## config.mk

```make
export PLATFORM = sky130hd
export DESIGN_NAME = axi_stream_dw_downsizer
export DESIGN_NICKNAME = d
export VERILOG_FILES = /design/src/rtl/axi_stream_dw_downsizer.sv
export SDC_FILE = /design/constraint.sdc
export NUM_CORES = 1
export LEC_CHECK = 0
export CAP_MARGIN = 10
export CORE_MARGIN = 2
export CORE_UTILIZATION = 46
export CTS_BUF_LIST = sky130_fd_sc_hd__clkbuf_8
export DETAILED_ROUTE_END_ITERATION = 10
export PLACE_DENSITY = 0.78
export REMOVE_ABC_BUFFERS = 1
export SLEW_MARGIN = 15
export SYNTH_ARGS = -nofsm -noshare
export SYNTH_HDL_FRONTEND = slang
export SYNTH_SLANG_ARGS = --single-unit
```

## constraint.sdc

```tcl
create_clock -name clk_i -period 1.51 [get_ports clk_i]
set_clock_uncertainty 0.1 [all_clocks]
set_input_delay 0.302 -clock clk_i [delete_from_list [all_inputs] [get_ports clk_i]]
set_output_delay 0.302 -clock clk_i [all_outputs]
set_load 0.005 [all_outputs]
```

## src/rtl/axi_stream_dw_downsizer.sv

```systemverilog
`default_nettype none
// ============================================================================
// axi_stream_dw_downsizer: splits one wide AXI-Stream beat into narrow lanes, LS lane first.
// Rev 1.0 -- optional assertions under AXI_STREAM_DW_DOWNSIZER_ASSERT_EN
// ============================================================================
module axi_stream_dw_downsizer #(
  parameter int DataWidthIn  = 32,
  parameter int DataWidthOut = 8,
  parameter int IdWidth      = 0,
  parameter int DestWidth    = 0,
  parameter int UserWidth    = 0
) (
  input  logic                                         clk_i,
  input  logic                                         rst_i,
  input  logic                                         in_tvalid_i,
  output logic                                         in_tready_o,
  input  logic [DataWidthIn-1:0]                       in_tdata_i,
  input  logic [DataWidthIn/8-1:0]                     in_tstrb_i,
  input  logic [DataWidthIn/8-1:0]                     in_tkeep_i,
  input  logic                                         in_tlast_i,
  input  logic [((IdWidth   > 0) ? IdWidth   : 1)-1:0] in_tid_i,
  input  logic [((DestWidth > 0) ? DestWidth : 1)-1:0] in_tdest_i,
  input  logic [((UserWidth > 0) ? UserWidth : 1)-1:0] in_tuser_i,
  output logic                                         out_tvalid_o,
  input  logic                                         out_tready_i,
  output logic [DataWidthOut-1:0]                      out_tdata_o,
  output logic [DataWidthOut/8-1:0]                    out_tstrb_o,
  output logic [DataWidthOut/8-1:0]                    out_tkeep_o,
  output logic                                         out_tlast_o,
  output logic [((IdWidth   > 0) ? IdWidth   : 1)-1:0] out_tid_o,
  output logic [((DestWidth > 0) ? DestWidth : 1)-1:0] out_tdest_o,
  output logic [((UserWidth > 0) ? UserWidth : 1)-1:0] out_tuser_o
);

  localparam int RATIO  = DataWidthIn / DataWidthOut;
  localparam int IDX_W  = (RATIO > 1) ? $clog2(RATIO) : 1;
  localparam int BI     = DataWidthIn / 8;
  localparam int BO     = DataWidthOut / 8;
  localparam int ID_W   = (IdWidth   > 0) ? IdWidth   : 1;
  localparam int DEST_W = (DestWidth > 0) ? DestWidth : 1;
  localparam int USER_W = (UserWidth > 0) ? UserWidth : 1;
  localparam logic [IDX_W-1:0] LAST_IDX = IDX_W'(RATIO - 1);

  logic                   full_q, full_d;
  logic [IDX_W-1:0]       idx_q,  idx_d;
  logic [DataWidthIn-1:0] data_q, data_d;
  logic [BI-1:0]          strb_q, strb_d;
  logic [BI-1:0]          keep_q, keep_d;
  logic                   last_q, last_d;
  logic [ID_W-1:0]        id_q,   id_d;
  logic [DEST_W-1:0]      dest_q, dest_d;
  logic [USER_W-1:0]      user_q, user_d;

  logic w_last_lane;
  logic w_in_hs;
  logic w_out_hs;

  assign w_last_lane = (idx_q == LAST_IDX);
  // The input may refill in the same cycle the last lane leaves, so no bubble between wide beats.
  assign in_tready_o = !full_q || (w_last_lane && out_tready_i);
  assign w_in_hs     = in_tvalid_i && in_tready_o;
  assign w_out_hs    = full_q && out_tready_i;

  always_comb begin
    full_d = full_q;
    idx_d  = idx_q;
    data_d = data_q;
    strb_d = strb_q;
    keep_d = keep_q;
    last_d = last_q;
    id_d   = id_q;
    dest_d = dest_q;
    user_d = user_q;
    if (w_in_hs) begin
      full_d = 1'b1;
      idx_d  = '0;
      data_d = in_tdata_i;
      strb_d = in_tstrb_i;
      keep_d = in_tkeep_i;
      last_d = in_tlast_i;
      id_d   = (IdWidth   > 0) ? in_tid_i   : '0;
      dest_d = (DestWidth > 0) ? in_tdest_i : '0;
      user_d = (UserWidth > 0) ? in_tuser_i : '0;
    end else if (w_out_hs) begin
      if (w_last_lane) begin
        full_d = 1'b0;
        idx_d  = '0;
      end else begin
        idx_d = idx_q + 1'b1;
      end
    end
  end

  always_ff @(posedge clk_i or posedge rst_i) begin
    if (rst_i) begin
      full_q <= 1'b0;
      idx_q  <= '0;
      data_q <= '0;
      strb_q <= '0;
      keep_q <= '0;
      last_q <= 1'b0;
      id_q   <= '0;
      dest_q <= '0;
      user_q <= '0;
    end else begin
      full_q <= full_d;
      idx_q  <= idx_d;
      data_q <= data_d;
      strb_q <= strb_d;
      keep_q <= keep_d;
      last_q <= last_d;
      id_q   <= id_d;
      dest_q <= dest_d;
      user_q <= user_d;
    end
  end

  logic [DataWidthOut-1:0] w_data_lanes [RATIO];
  logic [BO-1:0]           w_strb_lanes [RATIO];
  logic [BO-1:0]           w_keep_lanes [RATIO];

  for (genvar g = 0; g < RATIO; g++) begin : g_lane
    assign w_data_lanes[g] = data_q[g*DataWidthOut +: DataWidthOut];
    assign w_strb_lanes[g] = strb_q[g*BO +: BO];
    assign w_keep_lanes[g] = keep_q[g*BO +: BO];
  end

  if (RATIO == 1) begin : g_passthru
    assign out_tdata_o = w_data_lanes[0];
    assign out_tstrb_o = w_strb_lanes[0];
    assign out_tkeep_o = w_keep_lanes[0];
  end else begin : g_select
    assign out_tdata_o = w_data_lanes[idx_q];
    assign out_tstrb_o = w_strb_lanes[idx_q];
    assign out_tkeep_o = w_keep_lanes[idx_q];
  end

  assign out_tvalid_o = full_q;
  assign out_tlast_o  = last_q && w_last_lane;
  assign out_tid_o    = id_q;
  assign out_tdest_o  = dest_q;
  assign out_tuser_o  = user_q;

`ifdef AXI_STREAM_DW_DOWNSIZER_ASSERT_EN
  if (((DataWidthIn % DataWidthOut) != 0) || ((DataWidthOut % 8) != 0)) begin : g_bad_widths
    $error("axi_stream_dw_downsizer: DataWidthIn must be a multiple of DataWidthOut, which must be a multiple of 8");
  end

  a_out_stable: assert property (@(posedge clk_i) disable iff (rst_i)
    (out_tvalid_o && !out_tready_i) |=> (out_tvalid_o &&
      $stable({out_tdata_o, out_tstrb_o, out_tkeep_o, out_tlast_o, out_tid_o, out_tdest_o, out_tuser_o})));

  a_in_stable: assert property (@(posedge clk_i) disable iff (rst_i)
    (in_tvalid_i && !in_tready_o) |=> (in_tvalid_i &&
      $stable({in_tdata_i, in_tstrb_i, in_tkeep_i, in_tlast_i, in_tid_i, in_tdest_i, in_tuser_i})));
`else
`endif

endmodule
`default_nettype wire

```

* After elaboration in Yosys (flattened, before gate mapping)
Index checks and enable logic that the tools add are counted.
** Cells by class
- Add/sub/neg operators :: 1
- Equality and inequality tests :: 1
- Multiplexer cells :: 15
- $lt $le $gt $ge :: 1
- Shift operators :: 0
- Div/mod/pow operators :: 0
- Multipliers :: 0
- Reduce and logical (&&, ||, !) cells :: 9
- Bitwise gates (word level) :: 1
** Operator list (number)
- binary-select mux 8 bit (select 2 bit) :: 1
- two-way mux 8 bit :: 2
- two-way mux 1 bit :: 7
- two-way mux 2 bit :: 3
- binary-select mux 1 bit (select 2 bit) :: 2
- logical AND 1 bit :: 4
- nonzero test 2 bit :: 2
- greater-or-equal comparator 3 bit, second input constant :: 1
- NOT 2 -> 3 bit :: 1
- adder 2 x 1 -> 2 bit, second input constant :: 1
- == test 2 bit, second input constant :: 1
- AND reduction 2 bit :: 1
- logical NOT 1 bit :: 1
- logical OR 1 bit :: 1
** Storage, ports and cells
- Input port bits :: 48
- Memories :: 0
- Output and inout bits :: 16
- RAM bits :: 0
- Latch bits :: 0
- Word-level logic and storage cells :: 34
- ROM bits :: 0
- Register bits :: 44

* Depth between registers and ports, before layout
Gate-level depths: netlist of run 1.
- Word-level depth :: 6
- Depth in mapped cells :: 5

* Least setup slack after synthesis of run 1
OpenSTA, ideal clock, no wires.
- Path kind :: flip-flop to output port
- Start :: register idx_q[0]
- End :: output in_tready_o
- Cell stages (with the launch flop) :: 5
- Slack :: -97 ps
- Arrival :: 1205 ps
- Data required time :: 1108 ps
- Path buffers :: 1
- Cells stage by stage :: dfrtp_1 ha_1 a21boi_2 buf_4 inv_1
** On the way
- Word-level cells in the longest chain between the ends :: 3
** Ends and longest elaborated chain
- start: declaration :: RTL line 45 : logic [IDX_W-1:0] idx_q, idx_d;
- start signal: assignment :: RTL line 107 : idx_q <= idx_d;
- == test 2 bit :: RTL line 58 : assign w_last_lane = (idx_q == LAST_IDX);
- logical AND 1 bit :: RTL line 60 : assign in_tready_o = !full_q || (w_last_lane && out_tready_i);
- logical OR 1 bit :: RTL line 60
- end: declaration :: RTL line 16 : output logic in_tready_o,
Every way passes these cells.

* Worst setup path after layout of run 1
- Start :: register idx_q[0]
- End :: output out_tdata_o[6]
** On the way
- Word-level cells in the longest chain between the ends :: 4
** Ends and longest elaborated chain
- NOT 2 -> 3 bit (implied by the code) :: RTL line 133 : assign out_tdata_o = w_data_lanes[idx_q];
- binary-select mux 8 bit (select 2 bit) :: RTL line 133
- two-way mux 8 bit (implied by the code) (2 in series) :: RTL line 133
- end: declaration :: RTL line 26 : output logic [DataWidthOut-1:0] out_tdata_o,
Every way passes these cells. The select of a mux whose other input is x is not followed.

==> summary.txt, run 1 <==
Std-Cell Rows: 27
Maximum clock insertion buffer count: 2
Core ar.: 5473 um^2
Final hold vios: 0
Seq/Total Area, Yosys: 42.59%
Class of the most critical setup path: reg2out
ANT nets after route: 0
Commonest cells in the netlist: dfrtp_1 (44), inv_1 (43), nand2_1 (43)
Final setup viols: 54
Place WS: -0.4645 ns
Largest area contributor in the netlist: dfrtp_1
Yosys cell types: 23
Final period util: 132.1%
Critical path's largest stage delay: 0.51 ns
Setup_tns: -11.06 ns
Ratio of cells with drive above 1 in the final layout: 39.32%
NumNets Final: 343
Worst hold path class: in2async
Ranking of synthesized cells by area: dfrtp_1 (43%), o32ai_2 (25%), mux4_2 (8.7%)
Asr flop ratio synth: 100.0%
Maximum clock rate: 501.2 MHz
Post-Syn Area: 2585 um^2
Die area: 6235 um^2
Post-Synthesis Cells: 217
Initial antenna violation count: 0
Largest net degree at the start of global routing: 45
Crit path cell chain: buf_4, buf_6, mux4_2, buf_2
Clk_lat worst skew: 0.30 ns
CTS Buf Count: 5
GRT Overall Usage: 20.15%
Port Buffer Count: 57
Grt ovf: 0
Critical-path maximum fanout: 3
Initial Util: 47.23%
Ports: 64
Hold_buf cts: 0
CTS H-tree lvls: 2
Die width: 78.97 um
PwrDens: 1780 nW/um^2
# diodes: 0
Worst Slack Setup Final: -0.4852 ns
Crit path buf inv count: 3
Syn avg cell area: 11.91 um^2
Area Overhead vs Synth: 48.11%
Final WL: 6.316 mm
CP top delay family: multiplexers
Vias/cell: 5.272
CP required: 1.11 ns
First-pass GRT wire length: 9.639 mm
Max-Cap Viols: 0
Peak VDD IR: 0.0008530 V
Initial DRC count: 92
CTS tree: built
Root buf cell: clkbuf_8
Worst-path clk slew: 0.08 ns
Synth warn: 0
Crit. End Element: output pin
Failing checks: setup timing
Clock sink total: 44
DR pass1 iterations: 4
Detailed-route via count: 1935
Die Y: 78.97 um
Tmin final: 1.995 ns
Synth top area share: 42.59%
RSZ-0062 raised after global routing: yes
Min Hold Slack: 0.2463 ns
CP startpoint kind: register
Predominant post-synthesis flop cell: dfrtp_1
Residual DRC: 0
Outcome: complete, but fails checks
Count leader, synth: dfrtp_1
Max-slew violation count: 0
Number of enable flip-flop cells after synthesis: 0
Vias in the first global route: 1939
Routability cong.: 0.7098
Arr. time, crit path: 1.59 ns
Per-cell routed wire length: 17.21 um
Slowest CP cell: mux4_2
Leakage Power: 1.651 nW
DP Wirelength: 3.427 mm
#FFs+latches synth: 44
==> registers in the layout, indices dropped and copies added (netlist names) <==
register / cells
strb_q: 4
keep_q: 4
idx_q: 2
data_q: 32
last_q: 1
out_tvalid_o: 1
==> placed cells by master (no fill, tap or decap), types with 2 or more instances in the layout <==
cell type        count
dfrtp_1             44
nand2_1             43
clkdlybuf4s50_1     43
inv_1               42
o32ai_2             25
o32ai_4             16
buf_12              13
buf_4               12
buf_2               11
buf_6               11
mux4_2              10
clkbuf_8             6
conb_1               3
inv_2                2
==> cell type report <==
class,instances,area (um^2)
clock buffers,6,82.58
clock inverters,2,11.26
fillers,383,1644
inverters,43,161.4
multi-input cells,108,1385
flip-flops and latches,44,1101
well taps,72,90.09
repair buffers,92,997.2
==> power by group <==
part	internal [mW]	total, mW	switching, mW
Clock	0.365	0.776	0.410
Sequential	1.75	2.06	0.303
Combinational	2.48	3.98	1.51
Total	4.59	6.81	2.22
==> logic make-up (layout without fill, tap and decap cells) <==
kind of cell | count (synthesis) | after routing | synth area share (%)
other cells | 1 | 3 | 0.1451
buf+inv | 67 | 143 | 13.12
mux | 10 | 10 | 8.713
flops | 44 | 44 | 42.59
simple gates | 50 | 50 | 8.277
fa+ha+maj | 1 | 1 | 0.4839
compound gates | 44 | 44 | 26.67
==> tightest hold or removal path: stages <==
cell and delay [ns]:
clkdlybuf4s50_1 0.41, inv_2 0.07, buf_12 0.24
==> routing by layer <==
metal	vias to the layer above	track usage [%]	share of wire, %
li1	903	-	-
met1	971	26.44	42
met2	51	34.07	53
met3	10	3.523	3.4
met4	0	6.379	1.8
met5	-	0	0
==> final timing paths <==
path,startpoint,slack (ns),depth (start not counted),endpoint
setup / recovery,idx_q[0],-0.49,4,out_tdata_o[6]
hold / removal,rst_i,0.25,3,data_q[16]
setup reg to reg,idx_q[0],-0.19,6,data_q[21]
hold reg to reg,data_q[27],0.46,2,data_q[27]
max in group asynchronous,rst_i,0.86,3,data_q[15]
min in group clk_i,in_tvalid_i,0.41,4,data_q[17]
==> timing repair <==
item                                    in CTS  in global routing
resized for setup                           68                 27
hold endpoints to repair                     0                  0
pin swaps                                    3                 12
setup buffers                               13                  5
endpoints found under the setup margin      55                 56
gates cloned                                 5                  0
==> through the flow <==
step / util [%] / total power [mW] / instance area [um^2] / cells
final: 69.96 / 6.813 / 3829 / 367
after global routing: 69.96 / 7.206 / 3829 / 367
after CTS: 67.19 / 6.289 / 3677 / 367
after detailed placement: 60.31 / 5.272 / 3301 / 341
after global placement: 60.31 / 5.198 / 3301 / 341
after floorplan: - / 4.079 / 2415 / 195
No activity file was read; power rests on OpenSTA's default activity.
==> inputs of run 2 (changes only) <==
--- a/config.mk
+++ b/config.mk
@@ -9,6 +9,7 @@
 export CORE_MARGIN = 2
 export CORE_UTILIZATION = 46
 export CTS_BUF_LIST = sky130_fd_sc_hd__clkbuf_8
+export CTS_CLUSTER_DIAMETER = 30
 export DETAILED_ROUTE_END_ITERATION = 10
 export PLACE_DENSITY = 0.78
 export REMOVE_ABC_BUFFERS = 1
==> results of run 2 <==
The final DEF is identical to that of run 1; final timing and power are the same.
